## config.mk

```make
export PLATFORM = sky130hd
export DESIGN_NAME = div_unit
export DESIGN_NICKNAME = d
export VERILOG_FILES = /design/src/rtl/div_unit.sv
export SDC_FILE = /design/constraint.sdc
export NUM_CORES = 1
export LEC_CHECK = 0
export CAP_MARGIN = 20
export CORE_MARGIN = 1
export CORE_UTILIZATION = 65
export CTS_CLUSTER_SIZE = 10
export DETAILED_ROUTE_END_ITERATION = 10
export DONT_BUFFER_PORTS = 1
export PLACE_DENSITY = 0.84
export SETUP_SLACK_MARGIN = 0.3
export SKIP_CTS_REPAIR_TIMING = 1
export SYNTH_ARGS = -nofsm -noshare
export SYNTH_HDL_FRONTEND = slang
export SYNTH_SLANG_ARGS = --single-unit
```

## constraint.sdc

```tcl
create_clock -name clk -period 6.4 [get_ports clk]
set_input_delay 0.32 -clock clk [delete_from_list [all_inputs] [get_ports clk]]
set_output_delay 0.32 -clock clk [all_outputs]
set_load 0.05 [all_outputs]
```

## src/rtl/div_unit.sv

```systemverilog
// Iterative restoring radix-2 divider for DIV/DIVU that produces one quotient bit per cycle.
// The output is {HI=remainder, LO=quotient}, and ready pulses for one cycle once the result is valid.
module div_unit #(
  parameter int WIDTH = 32
) (
  input  logic               clk,
  input  logic               rst_n,
  input  logic               start,
  input  logic               signed_div,
  input  logic               annul,
  input  logic [WIDTH-1:0]   opdata1,
  input  logic [WIDTH-1:0]   opdata2,
  output logic [2*WIDTH-1:0] result,
  output logic               ready
);

  localparam int CW = (WIDTH > 1) ? $clog2(WIDTH) : 1;

  typedef enum logic [1:0] {
    S_IDLE = 2'd0,
    S_BUSY = 2'd1,
    S_ZERO = 2'd2,
    S_DONE = 2'd3
  } state_t;

  state_t             r_state;
  logic [CW-1:0]      r_count;
  logic [2*WIDTH-1:0] r_pr;
  logic [WIDTH-1:0]   r_divisor;
  logic               r_sign_q;
  logic               r_sign_r;

  logic [WIDTH:0]     w_top;
  logic               w_ge;
  logic [WIDTH-1:0]   w_sub;
  logic [2*WIDTH-1:0] w_step;
  logic [WIDTH-1:0]   w_abs1;
  logic [WIDTH-1:0]   w_abs2;

  function automatic logic [WIDTH-1:0] neg_if(input logic en, input logic [WIDTH-1:0] v);
    return en ? (~v + WIDTH'(1)) : v;
  endfunction

  // Operand magnitudes; the most negative value maps exactly to 2^(WIDTH-1) as an unsigned value
  always_comb begin
    w_abs1 = neg_if(signed_div & opdata1[WIDTH-1], opdata1);
    w_abs2 = neg_if(signed_div & opdata2[WIDTH-1], opdata2);
  end

  // One restoring step: the (2*WIDTH+1)-bit shifted remainder's upper WIDTH+1 bits are trial-subtracted
  always_comb begin
    w_top = r_pr[2*WIDTH-1:WIDTH-1];
    w_ge  = (w_top >= {1'b0, r_divisor});
    w_sub = w_top[WIDTH-1:0] - r_divisor;
    if (w_ge) begin
      w_step = {w_sub, r_pr[WIDTH-2:0], 1'b1};
    end else begin
      w_step = {r_pr[2*WIDTH-2:0], 1'b0};
    end
  end

  // Control FSM with registered result and ready
  always_ff @(posedge clk or negedge rst_n) begin
    if (!rst_n) begin
      r_state   <= S_IDLE;
      r_count   <= '0;
      r_pr      <= '0;
      r_divisor <= '0;
      r_sign_q  <= 1'b0;
      r_sign_r  <= 1'b0;
      result    <= '0;
      ready     <= 1'b0;
    end else begin
      ready <= 1'b0;
      if (annul) begin
        r_state <= S_IDLE;
      end else begin
        case (r_state)
          S_IDLE: begin
            if (start) begin
              r_count   <= '0;
              r_divisor <= w_abs2;
              r_sign_q  <= signed_div & (opdata1[WIDTH-1] ^ opdata2[WIDTH-1]);
              r_sign_r  <= signed_div & opdata1[WIDTH-1];
              if (opdata2 == '0) begin
                // Divide-by-zero keeps the raw dividend for HI
                r_pr    <= {{WIDTH{1'b0}}, opdata1};
                r_state <= S_ZERO;
              end else begin
                r_pr    <= {{WIDTH{1'b0}}, w_abs1};
                r_state <= S_BUSY;
              end
            end
          end
          S_BUSY: begin
            r_pr    <= w_step;
            r_count <= r_count + CW'(1);
            if (r_count == CW'(WIDTH - 1)) begin
              result  <= {neg_if(r_sign_r, w_step[2*WIDTH-1:WIDTH]),
                          neg_if(r_sign_q, w_step[WIDTH-1:0])};
              r_state <= S_DONE;
            end
          end
          S_ZERO: begin
            result  <= {r_pr[WIDTH-1:0], {WIDTH{1'b1}}};
            r_state <= S_DONE;
          end
          S_DONE: begin
            ready   <= 1'b1;
            r_state <= S_IDLE;
          end
          default: r_state <= S_IDLE;
        endcase
      end
    end
  end

endmodule
```

### After elaboration in Yosys (flattened, before gate mapping)

Cells that the tools add are included.

* bits in registers: 170
* input port bits: 69
* output and inout port bits: 65
* word-level logic and storage cells: 59

* add/subtract/negate cells: 6
* magnitude comparators: 1
* equality and inequality tests: 8
* multiplexer cells: 19
* bitwise operators: 9
* reduce and logical (&&, ||, !) cells: 8

Operators with widths (number)
* case mux 64 bit (2 select lines): 2
* 2-to-1 mux 64 bit: 3
* 2-to-1 mux 32 bit: 5
* adder 32 x 1 -> 32 bit, second input constant: 4
* NOT 32 bit: 4
* >= comparator 33 x 32 -> 1 bit: 1
* logical NOT 32 bit: 1
* subtractor 32 bit: 1
* case mux 5 bit (2 select lines): 1
* AND reduction 3 bit: 3
* 2-to-1 mux 2 bit: 4
* case mux 2 bit (4 select lines): 1
* != test 3 bit, second input constant: 2
* adder 5 x 1 -> 5 bit, second input constant: 1
* == test 5 bit, second input constant: 1
* 2-to-1 mux 5 bit: 1
* == test 2 bit, second input constant: 2
* != test 2 bit, second input constant: 2
* nonzero test 2 bit: 2
* AND 1 bit: 3
* == test 2 x 1 -> 1 bit, second input constant: 1
* logical NOT 2 bit: 1
* 2-to-1 mux 1 bit: 2
* AND reduction 2 bit: 1
* 2 further kinds: 2

### Logic depth before layout (Yosys ltp)

Gate-level depths: netlist (run 1).

* depth in word-level cells: 7
* depth in mapped cells: 23
* mapped depth without buffers: 20

### Worst setup path after synthesis (run 1)

OpenSTA, ideal clock, no wires.

* path type: register to register
* from: register r_pr[39]
* to: register result[26]
* data arrival time: 5.061 ns
* path slack: 1.202 ns
* cell stages (with the launch flop): 20
* clock period less this slack: 5.198 ns
* cell sequence: dfrtp_1 -> ha_1 -> a21oi_1 -> o21ai_1 -> a21oi_1 -> a2111oi_4 -> o21ai_4 -> nand2_2 -> inv_2 -> buf_1 -> clkbuf_1 -> ha_1 -> nand2b_1 -> or3_1 -> or4_4 -> or4_1 -> or4_4 -> o31ai_2 -> xor2_1 -> a21oi_1

* word-level cells in the longest chain between the ends: 7

Ends and longest elaborated chain
* start: declaration: line 28 `logic [2*WIDTH-1:0] r_pr;`
* start signal: assignment: line 87 `r_pr <= {{WIDTH{1'b0}}, opdata1};`
* start signal: assignment: line 90 `r_pr <= {{WIDTH{1'b0}}, w_abs1};`
* start signal: assignment: line 96 `r_pr <= w_step;`
* >= comparator 33 x 32 -> 1 bit: line 53 `w_ge = (w_top >= {1'b0, r_divisor});`
* 2-to-1 mux 64 bit: line 55 `if (w_ge) begin`
* NOT 32 bit: line 41 `return en ? (~v + WIDTH'(1)) : v;`
* adder 32 x 1 -> 32 bit: line 41
* 2-to-1 mux 32 bit: line 41
* 2-to-1 mux 64 bit: line 98 `if (r_count == CW'(WIDTH - 1)) begin`
* case mux 64 bit (2 select lines): line 78 `case (r_state)`
* end signal: assignment: line 99 `result <= {neg_if(r_sign_r, w_step[2*WIDTH-1:WIDTH]),`
* end signal: assignment: line 105 `result <= {r_pr[WIDTH-1:0], {WIDTH{1'b1}}};`
* end: declaration: line 13 `output logic [2*WIDTH-1:0] result,`

No other way between the ends. The select of a mux whose other input is x is not followed.
A chain may end at the register's enable or synchronous reset.

### Final worst setup path (run 1)

* from: register r_pr[42]
* to: register result[60]

* word-level cells in the longest chain between the ends: 7
* elaborated cells between the ends (all ways): 8
* those cells by class: 2 x add/sub; 1 x order compare; 4 x mux; 1 x bitwise

Ends and longest elaborated chain (line)
* subtractor 32 bit or >= comparator 33 x 32 -> 1 bit (tied branches): 54, 53
* 2-to-1 mux 64 bit (*): 55
* NOT 32 bit: 41
* adder 32 x 1 -> 32 bit: 41
* 2-to-1 mux 32 bit (*): 41
* 2-to-1 mux 64 bit (*): 98
* case mux 64 bit (2 select lines) (*): 78

Every way passes the cells marked *; elsewhere a longest branch is shown, timed or not. The select of a mux whose other input is x is not followed.

==> flow_metrics.env, run 1 <==
export IMPL_area_growth_synth_to_final_pct=5.47
export IMPL_p_clk_frac=0.171
export IMPL_ys_seq_area_frac=0.339
export IMPL_initial_core_utilization=0.667
export IMPL_sum_of_overflow_across_all_layers_after_global_routing=0
export IMPL_run_status="finished clean"
export IMPL_ctsHtreeMaxLevel=4
export IMPL_io_pin_count=134
export IMPL_power_per_cell_area_mw_per_mm2=481
export IMPL_number_of_design_rule_violations_left_by_the_first_detailed_router_iteration=1214
export IMPL_row_count=50
export IMPL_setup_tns_ns=0
export IMPL_r2r_end="result[60]$_DFFE_PN0P_"
export IMPL_cts_buffers=17
export IMPL_worstPathCellList="ha_1 > nand4_1 > nor3_1 > o21ai_1 > a2111oi_4 > o21ai_4 > nand2_2 > inv_2 > mux2i_1 > ha_1 > nand2_1 > a2111oi_1 > nand3_1 > a2111oi_1 > a22o_2 > nand3_2 > o21ai_2 > xnor2_1 > a221o_1"
export IMPL_busiest_layer="met2"
export IMPL_detail_route_vias_per_cell=6.49
export IMPL_grt_first_pass_wirelength_um=56300
export IMPL_max_slew_margin=0.273
export IMPL_worstRegToRegCells=19
export IMPL_worst_setup_path_end_kind="flop"
export IMPL_drc_errors=0
export IMPL_groute_layer_met1_usage=0.493
export IMPL_grtUsageMet3=0.0944
export IMPL_worstSetupPathType="reg2reg"
export IMPL_p_int_uw=3030
export IMPL_syn_cell_area_mm2=0.0126
export IMPL_via_count=11500
export IMPL_gr_usage_all_layers=0.366
export IMPL_core_region_area_mm2=0.0188
export IMPL_slew_violations=0
export IMPL_wl_per_cell_um=20.2
export IMPL_post_route_cell_area_mm2=0.0132
export IMPL_postSynthNetCount=1667
export IMPL_critical_path_max_stage_delay_ns=0.55
export IMPL_clk_transition_reported_paths_ns=0.07
export IMPL_timing_critical_path_from_type="flop"
export IMPL_die_height_um=141
export IMPL_crit_family="compound AO/OA/AOI/OAI gates"
export IMPL_synth_seq_cells=170
export IMPL_design_die_area_mm2=0.0199
export IMPL_max_slew_worst_pin_slew_ns=1.09
export IMPL_synth_edf_count=0
export IMPL_fmax_mhz=188
export IMPL_crit_path_max_fanout=9
export IMPL_fin_nets=1605
export IMPL_drive_above_1_share=0.0624
export IMPL_clkSinkCount=170
export IMPL_num_antenna_cells=0
export IMPL_buffers_inverters_on_critical_path=1
export IMPL_logic_depth_of_the_worst_path_buffers_included=19
export IMPL_final_core_util=0.703
export IMPL_crit_path_end="result[60]$_DFFE_PN0P_"
export IMPL_setup_violations=0
export IMPL_net_switching_power_uw=3340
export IMPL_power_share_switching=0.525
export IMPL_worst_ep_required_ns=6.73
export IMPL_first_pass_iters=5
export IMPL_timing_final_hold_violations=0
export IMPL_antenna_found_initial=1
export IMPL_clkLatencyLatePin_ns=0.46
export IMPL_vias_in_the_first_global_route=10800
export IMPL_global_route_usage_met2=0.572
export IMPL_synth_top_flop_cell="dfrtp_1"
export IMPL_route_antenna_remaining_nets=0
export IMPL_synthDistinctLibCells=83
export IMPL_place_detailed_hpwl_um=26000
export IMPL_reg2reg_slack_ns=1.09
export IMPL_power_frac_comb=0.430
export IMPL_placement_cell_area_mm2=0.0126
export IMPL_tritoncts="done"
export IMPL_timing_clock_skew_ns=0.0173
export IMPL_crit_slowest_cell="a2111oi_4"
export IMPL_rsz0062_at_grt="no"
export IMPL_wl_um=35600
export IMPL_power_ir_vdd_worst_v=0.000448
export IMPL_regToRegStartpoint="r_pr[42]$_DFFE_PN0P_"
export IMPL_synth_warning_count=0
export IMPL_period_minus_slack_ns=5.31
export IMPL_port_buffers=0
export IMPL_setup_slack_ns=1.09
export IMPL_timing_hold_worst_class="in2reg"
export IMPL_chipWidth_um=141
export IMPL_static_leakage_power_uw=0.00555
export IMPL_cts_path_max_buffers=2
export IMPL_placement_setup_worst_slack_ns=1.27
export IMPL_gp_routability_congestion=0.974
export IMPL_setup_worst_path_start="r_pr[42]$_DFFE_PN0P_"
export IMPL_critPathArrivalTime_ns=5.64
export IMPL_number_of_maximum_capacitance_constraint_violations=0
export IMPL_final_period_utilization=0.829
export IMPL_grt_max_degree=171
export IMPL_syn_inst=1555
export IMPL_post_synth_cell_area_avg_um2=8.07
export IMPL_synthArstFlopShare=1.00
export IMPL_root_buffer="clkbuf_16"
export IMPL_flop_pwr_share=0.399
## sequential cells by signal, indices dropped and copies added (netlist names)
name / cells
r_count: 5
result: 64
r_pr: 64
r_sign_r: 1
r_sign_q: 1
ready: 1
r_divisor: 32
r_state: 2
## area by class of cell
class | instances | area (um^2)
multi-input combinational | 1233 | 7710
fill | 1498 | 5590
sequential | 170 | 4250
clock buffer | 18 | 429
tap | 260 | 325
inverter | 56 | 210
clock inverter | 14 | 175
timing repair buffer | 15 | 138
## per-layer routing
metal | wire [um] | up-vias | part of all wire
met2 | 16300 | 536 | 0.46
li1 | - | 5398 | -
met4 | 1030 | 2 | 0.029
met1 | 15300 | 5443 | 0.43
met5 | 12 | - | 0.00034
met3 | 2980 | 91 | 0.084
## synth_stat cells, types with 6 or more instances
| master | count | area [um^2] |
|---|---|---|
| nand2_1 | 197 | 739 |
| dfrtp_1 | 170 | 4250 |
| o21ai_0 | 167 | 836 |
| nor2_1 | 142 | 533 |
| a21oi_1 | 135 | 676 |
| xor2_1 | 97 | 850 |
| clkbuf_1 | 75 | 282 |
| inv_1 | 55 | 206 |
| ha_1 | 42 | 526 |
| xnor2_1 | 41 | 359 |
| mux2i_1 | 35 | 350 |
| nor3_1 | 30 | 150 |
| o31ai_1 | 30 | 225 |
| nand3_1 | 29 | 145 |
| or3_1 | 22 | 138 |
| nand4_1 | 17 | 106 |
| o21a_1 | 16 | 120 |
| and2_1 | 14 | 87.6 |
| nor4_1 | 14 | 87.6 |
| a211oi_1 | 13 | 97.6 |
| and3_1 | 13 | 81.3 |
| o41ai_1 | 13 | 114 |
| or4_1 | 13 | 97.6 |
| buf_2 | 12 | 60.1 |
| or2_2 | 9 | 56.3 |
| a21o_1 | 8 | 60.1 |
| a31oi_1 | 8 | 50.1 |
| nand2b_1 | 8 | 50.1 |
| nor2b_1 | 8 | 50.1 |
| and4_1 | 6 | 52.6 |
| nand3b_1 | 6 | 45.0 |
## cells in the final DEF (no fill, tap or decap), types with 35 or more instances in the layout
cell type	synthesis	final
nand2_1	197	197
a21oi_1	135	135
nor2_1	142	141
inv_1	55	55
mux2i_1	35	35
xnor2_1	41	41
ha_1	42	40
dfrtp_1	170	170
o21ai_0	167	167
xor2_1	97	97
## through the flow
step | instances | hold WS [ns] | power, uW
floorplan | 1555 | 0.0244 | 4500
global placement | 1731 | 0.0336 | 5110
detailed placement | 1731 | 0.0350 | 5180
CTS | 1763 | -0.442 | 6280
global route | 1766 | 0.0312 | 6750
finish | 1766 | 0.0325 | 6370
## worst min-delay path by stage
stage | slack (ns) | start | end | depth (start not counted)
2_1_floorplan | 0.02 | rst_n | r_count[0]$_DFFE_PN0P_ | 0
3_3_place_gp | 0.03 | rst_n | r_divisor[19]$_DFFE_PN0P_ | 0
3_5_place_dp | 0.03 | rst_n | r_divisor[22]$_DFFE_PN0P_ | 0
4_1_cts | -0.44 | rst_n | r_divisor[10]$_DFFE_PN0P_ | 0
5_1_grt | 0.03 | opdata2[31] | r_divisor[31]$_DFFE_PN0P_ | 2
6_report | 0.03 | opdata2[31] | r_divisor[31]$_DFFE_PN0P_ | 2
## cells by family after synthesis
family,Yosys count,share of synthesized area
compound gates,469,0.237
xor+xnor,138,0.0963
fa+ha+maj,43,0.0435
buf+inv,152,0.0480
flops,170,0.339
mux,40,0.0324
simple gates,543,0.204
## power by group through the flow
stage	Combinational (uW)	Sequential (uW)	Clock (uW)
5_1_grt	3020	2590	1130
6_report	2740	2540	1090
4_1_cts	2660	2530	1090
2_1_floorplan	2170	2330	0
3_5_place_dp	2630	2550	0
3_3_place_gp	2580	2530	0
Power figures use the tool's default switching activity.
==> run 2, diff against run 1 <==
==> constraint.sdc (replaced) <==
create_clock -name clk -period 5.3 [get_ports clk]
set_input_delay 0.265 -clock clk [delete_from_list [all_inputs] [get_ports clk]]
set_output_delay 0.265 -clock clk [all_outputs]
set_load 0.05 [all_outputs]
==> run 2 against run 1 <==
  * Worst setup slack worse by 0.64 ns
  * Combinational power up 26%
  * Register-to-register slack worse by 0.64 ns
  * Sequential cell count unchanged
  * Final cell count up 0.57%
  * Critical path depth down 1
  * Highest routed layer is now met4
  * Clock skew down 0.0033 ns
==> flow_metrics.env, run 2 (synthesis gave the netlist of run 1 again) <==
export IMPL_seq_area_mm2=0.00426
export IMPL_ctsHtreeMaxLevel=4
export IMPL_vias_in_the_first_global_route=10900
export IMPL_gr_usage_all_layers=0.365
export IMPL_cts_path_max_buffers=2
export IMPL_run_status="finished clean"
export IMPL_period_minus_slack_ns=4.85
export IMPL_fmax_mhz=206
export IMPL_setup_worst_path_start="r_pr[35]$_DFFE_PN0P_"
export IMPL_place_detailed_hpwl_um=26000
export IMPL_first_pass_iters=7
export IMPL_route_antenna_remaining_nets=0
export IMPL_via_count=11700
export IMPL_wl_per_cell_um=20.3
export IMPL_slew_violations=0
export IMPL_r2r_end="result[60]$_DFFE_PN0P_"
export IMPL_clkLatencyLatePin_ns=0.45
export IMPL_design_power_total_uw=7800
export IMPL_fin_nets=1616
export IMPL_static_leakage_power_uw=0.00558
export IMPL_number_of_maximum_capacitance_constraint_violations=0
export IMPL_grt_max_degree=171
export IMPL_wl_um=36100
export IMPL_clkSinkCount=170
export IMPL_power_frac_comb=0.444
export IMPL_drive_above_1_share=0.0851
export IMPL_grt_first_pass_wirelength_um=56500
export IMPL_critPathArrivalTime_ns=5.17
export IMPL_crit_path_max_fanout=9
export IMPL_final_core_util=0.716
export IMPL_power_per_cell_area_mw_per_mm2=579
export IMPL_reg2reg_slack_ns=0.45
export IMPL_multi_input_area_mm2=0.00786
export IMPL_layout_common_cells="nand2_1 (197), dfrtp_1 (167), o21ai_0 (164)"
export IMPL_rsz0062_at_grt="yes"
export IMPL_tritoncts="done"
export IMPL_sum_of_overflow_across_all_layers_after_global_routing=0
export IMPL_root_buffer="clkbuf_16"
export IMPL_design_die_area_mm2=0.0199
export IMPL_worst_ep_required_ns=5.62
export IMPL_max_slew_worst_pin_slew_ns=1.14
export IMPL_num_antenna_cells=0
export IMPL_port_buffers=0
export IMPL_io_pin_count=134
export IMPL_die_height_um=141
export IMPL_core_region_area_mm2=0.0188
export IMPL_setup_violations=0
export IMPL_timing_final_hold_violations=0
export IMPL_detail_route_vias_per_cell=6.58
export IMPL_chipWidth_um=141
export IMPL_regToRegStartpoint="r_pr[35]$_DFFE_PN0P_"
export IMPL_final_period_utilization=0.915
export IMPL_worstSetupPathType="reg2reg"
export IMPL_drc_errors=0
export IMPL_timing_critical_path_from_type="flop"
export IMPL_p_clk_frac=0.165
export IMPL_p_int_uw=3730
export IMPL_timing_clock_skew_ns=0.0140
export IMPL_power_share_switching=0.521
export IMPL_worst_setup_path_end_kind="flop"
export IMPL_net_switching_power_uw=4070
export IMPL_crit_path_end="result[60]$_DFFE_PN0P_"
export IMPL_gp_routability_congestion=0.935
export IMPL_biggestRegsByFlops="r_pr: 64 flops, result: 64 flops, r_divisor: 32 flops"
export IMPL_antenna_found_initial=0
export IMPL_clk_transition_reported_paths_ns=0.08
export IMPL_number_of_design_rule_violations_left_by_the_first_detailed_router_iteration=1233
export IMPL_timing_hold_worst_class="in2reg"
export IMPL_row_count=50
export IMPL_layout_filler_cells=1504
export IMPL_area_growth_synth_to_final_pct=7.35
export IMPL_power_ir_vdd_worst_v=0.000628
export IMPL_commonest_non_fill_non_tap_cell_in_the_layout="nand2_1"
export IMPL_setup_tns_ns=0
export IMPL_cts_buffers=17
export IMPL_flop_pwr_share=0.391
export IMPL_initial_core_utilization=0.667
export IMPL_max_slew_margin=0.239
export IMPL_worstRegToRegCells=18
export IMPL_timing_hold_ws_ns=0.00169
run 2: power groups by stage:
| stage | sequential, uW | clock, uW | combinational, uW |
|---|---|---|---|
| global placement | 3030 | 0 | 3140 |
| CTS | 3030 | 1300 | 3250 |
| finish | 3050 | 1290 | 3460 |
| detailed placement | 3050 | 0 | 3220 |
| floorplan | 2820 | 0 | 2620 |
| global route | 3110 | 1340 | 3820 |
run 2: cell type report:
cell class                      count  share of cell area
Multi-Input combinational cell   1233               0.583
Sequential cell                   170               0.316
Clock buffer                       18              0.0319
Tap cell                          260              0.0241
Timing Repair Buffer               26              0.0171
Inverter                           56              0.0156
Clock inverter                     13              0.0122
run 2: worst min path at each step:
stage,start,end,slack [ns],cells after the start
6_report,opdata2[19],r_divisor[19]$_DFFE_PN0P_,0.002,2
5_1_grt,signed_div,r_sign_q$_DFFE_PN0P_,0.006,2
4_1_cts,rst_n,r_divisor[14]$_DFFE_PN0P_,-0.50,0
3_5_place_dp,rst_n,r_divisor[20]$_DFFE_PN0P_,-0.02,0
3_3_place_gp,rst_n,r_divisor[20]$_DFFE_PN0P_,-0.02,0
2_1_floorplan,rst_n,r_count[0]$_DFFE_PN0P_,-0.03,0
run 2: per-stage QoR:
step | instance area [um^2] | setup WS, ns | cells
2_1_floorplan | 12600 | 0.337 | 1555
3_3_place_gp | 12600 | 0.382 | 1737
3_5_place_dp | 12700 | 0.191 | 1738
4_1_cts | 13200 | 0.126 | 1769
5_1_grt | 13500 | 0.190 | 1776
6_report | 13500 | 0.452 | 1776
run 2: critical path: stages (launching register included):
cell and delay (ns):
dfrtp_1 0.44, ha_1 0.52, o2111a_2 0.32, o21ai_2 0.10, a2111oi_4 0.55, o21ai_4 0.11
nand2_4 0.13, inv_2 0.07, mux2i_2 0.25, ha_1 0.21, inv_1 0.08, or3_1 0.38
or3_1 0.36, nor3_2 0.19, a22o_2 0.25, nand3_2 0.14, o21ai_2 0.18, xnor2_1 0.09
a221o_1 0.34
run 2: per-layer routing:
| layer | routed length (um) | global-route usage | vias up |
|---|---|---|---|
| li1 | - | - | 5426 |
| met1 | 15300 | 0.501 | 5597 |
| met2 | 16600 | 0.565 | 566 |
| met3 | 2950 | 0.0778 | 91 |
| met4 | 1180 | 0.142 | 0 |
| met5 | 0 | 0 | - |
==> run 3, diff against run 2 <==
--- a/config.mk
+++ b/config.mk
@@ -5,12 +5,12 @@
 export SDC_FILE = /design/constraint.sdc
 export NUM_CORES = 1
 export LEC_CHECK = 0
+export BUFFER_PORTS_ARGS = -buffer_cell sky130_fd_sc_hd__buf_2
 export CAP_MARGIN = 20
 export CORE_MARGIN = 1
-export CORE_UTILIZATION = 65
+export CORE_UTILIZATION = 60
 export CTS_CLUSTER_SIZE = 10
 export DETAILED_ROUTE_END_ITERATION = 10
-export DONT_BUFFER_PORTS = 1
 export PLACE_DENSITY = 0.84
 export SETUP_SLACK_MARGIN = 0.3
 export SKIP_CTS_REPAIR_TIMING = 1
==> run 3 against run 2 <==
  * Combinational power up 32%
  * Non-clock buffer count is 135 higher
  * Via count up 4.4%
  * Worst setup slack gained 0.064 ns
  * Hold slack improved by 0.077 ns
  * Clock-buffer cell count increased by 1
  * Wire length increased by 3.6%
  * Critical path type unchanged
  * Largest power group unchanged
  * Cell area rose by 5.0%
  * Critical endpoint unchanged
==> flow_metrics.env, run 3 (synthesis gave the netlist of run 1 again) <==
export IMPL_clkLatencyLatePin_ns=0.44
export IMPL_gr_usage_all_layers=0.348
export IMPL_drive_above_1_share=0.160
export IMPL_place_detailed_hpwl_um=27600
export IMPL_crit_family="compound AO/OA/AOI/OAI gates"
export IMPL_drc_errors=0
export IMPL_num_antenna_cells=0
export IMPL_row_count=52
export IMPL_die_height_um=147
export IMPL_worst_ep_required_ns=5.62
export IMPL_buffers_inverters_on_critical_path=2
export IMPL_cts_buffers=17
export IMPL_crit_path_max_fanout=8
export IMPL_setup_slack_ns=0.516
export IMPL_wl_um=37300
export IMPL_sum_of_overflow_across_all_layers_after_global_routing=0
export IMPL_static_leakage_power_uw=0.00613
export IMPL_fmax_mhz=209
export IMPL_number_of_maximum_capacitance_constraint_violations=0
export IMPL_via_count=12200
export IMPL_power_frac_comb=0.567
export IMPL_core_region_area_mm2=0.0204
export IMPL_critical_path_max_stage_delay_ns=0.52
export IMPL_flop_pwr_share=0.280
export IMPL_worstSetupPathType="reg2reg"
export IMPL_slew_violations=0
export IMPL_power_share_switching=0.519
export IMPL_power_per_cell_area_mw_per_mm2=569
export IMPL_critPathArrivalTime_ns=5.10
export IMPL_ctsHtreeMaxLevel=4
export IMPL_port_buffers=133
export IMPL_run_status="finished clean"
export IMPL_max_slew_worst_pin_slew_ns=1.09
export IMPL_post_route_cell_area_mm2=0.0141
export IMPL_grt_max_degree=93
export IMPL_rsz0062_at_grt="yes"
export IMPL_detail_route_vias_per_cell=6.35
export IMPL_worstPathCellList="ha_2 > a21o_1 > a21o_1 > o21ai_4 > a2111oi_4 > o21ai_4 > nand2_2 > inv_2 > mux2i_2 > ha_1 > inv_1 > or3_1 > or3_1 > nor3_2 > a22o_2 > nand3_2 > o21ai_2 > xnor2_1 > a221o_1"
export IMPL_antenna_found_initial=2
export IMPL_worst_setup_path_end_kind="flop"
export IMPL_design_die_area_mm2=0.0215
export IMPL_max_slew_margin=0.270
export IMPL_placement_cell_area_mm2=0.0134
export IMPL_io_pin_count=134
export IMPL_area_growth_synth_to_final_pct=12.7
export IMPL_setup_worst_path_start="r_pr[34]$_DFFE_PN0P_"
export IMPL_clk_transition_reported_paths_ns=0.07
export IMPL_root_buffer="clkbuf_16"
export IMPL_finalNonFillerCells=1922
export IMPL_first_pass_iters=5
export IMPL_grt_first_pass_wirelength_um=58700
export IMPL_initial_core_utilization=0.616
export IMPL_period_minus_slack_ns=4.78
export IMPL_power_ir_vdd_worst_v=0.000445
export IMPL_setup_violations=0
export IMPL_placement_setup_worst_slack_ns=0.200
export IMPL_timing_final_hold_violations=0
export IMPL_layout_filler_cells=1679
export IMPL_net_switching_power_uw=4180
export IMPL_commonest_non_fill_non_tap_cell_in_the_layout="nand2_1"
export IMPL_chipWidth_um=147
export IMPL_gp_routability_congestion=0.957
export IMPL_cts_path_max_buffers=2
export IMPL_setup_tns_ns=0
export IMPL_p_int_uw=3870
export IMPL_clkSinkCount=170
export IMPL_route_antenna_remaining_nets=0
export IMPL_crit_slowest_cell="a2111oi_4"
export IMPL_reg2reg_slack_ns=0.52
export IMPL_p_clk_frac=0.153
export IMPL_vias_in_the_first_global_route=11300
export IMPL_number_of_design_rule_violations_left_by_the_first_detailed_router_iteration=1226
export IMPL_fin_nets=1751
export IMPL_design_power_total_uw=8050
export IMPL_tritoncts="done"
export IMPL_hold_path_startpoint="annul"
export IMPL_wl_per_cell_um=19.4
export IMPL_timing_clock_skew_ns=0.0131
export IMPL_timing_hold_worst_class="in2reg"
export IMPL_layout_common_cells="nand2_1 (197), dfrtp_1 (169), o21ai_0 (167)"
export IMPL_timing_critical_path_from_type="flop"
export IMPL_final_period_utilization=0.903
export IMPL_biggestRegsByFlops="r_pr: 64 flops, result: 64 flops, r_divisor: 32 flops"
export IMPL_regToRegStartpoint="r_pr[34]$_DFFE_PN0P_"
export IMPL_dpl_cell_count=1884
==> run 3: cell types whose count changed in the layout (fill, tap and decap cells not counted), sizes merged <==
| cell | change |
|---|---|
| buf | +137 |
| bufinv | -2 |
| clkbuf | +1 |
| clkinv | -1 |
| dlygate4sd3 | -2 |
| inv | +3 |
==> run 3: area by class of cell <==
| type | instances | area [um^2] | area share |
|---|---|---|---|
| flip-flops and latches | 170 | 4260 | 0.301 |
| multi-input cells | 1233 | 7860 | 0.556 |
| clock buffers | 19 | 453 | 0.0320 |
| clock inverters | 13 | 126 | 0.00893 |
| inverters | 56 | 210 | 0.0149 |
| repair buffers | 161 | 897 | 0.0634 |
| well taps | 270 | 338 | 0.0239 |
==> run 3: metal layers <==
layer	vias to the layer above	wire length, um	GRT usage
met5	-	24	0
met4	4	1130	0.125
met3	91	2980	0.0600
met2	575	17600	0.563
met1	5824	15700	0.469
li1	5703	-	-
==> run 3: through the flow <==
stage | util | hold slack, ns
CTS | 0.685 | -0.0811
floorplan | - | -0.0306
global placement | 0.656 | 0.372
finish | 0.695 | 0.0788
detailed placement | 0.656 | 0.375
global route | 0.695 | 0.0863
==> run 3: final timing paths <==
check,end,depth (start not counted)
setup / recovery,result[60]$_DFFE_PN0P_,19
hold / removal,r_state[1]$_DFFE_PN0P_,2
setup reg to reg,result[60]$_DFFE_PN0P_,19
hold reg to reg,r_divisor[24]$_DFFE_PN0P_,2
max in group asynchronous,r_pr[10]$_DFFE_PN0P_,3
min in group asynchronous,r_pr[53]$_DFFE_PN0P_,2
==> run 3: power groups by stage <==
stage | combinational, uW | clock, uW | sequential, uW
after floorplan | 2620 | 0 | 2820
after global placement | 4240 | 0 | 2240
after detailed placement | 4320 | 0 | 2260
after CTS | 4360 | 1240 | 2240
after global routing | 4920 | 1290 | 2310
final | 4560 | 1230 | 2260
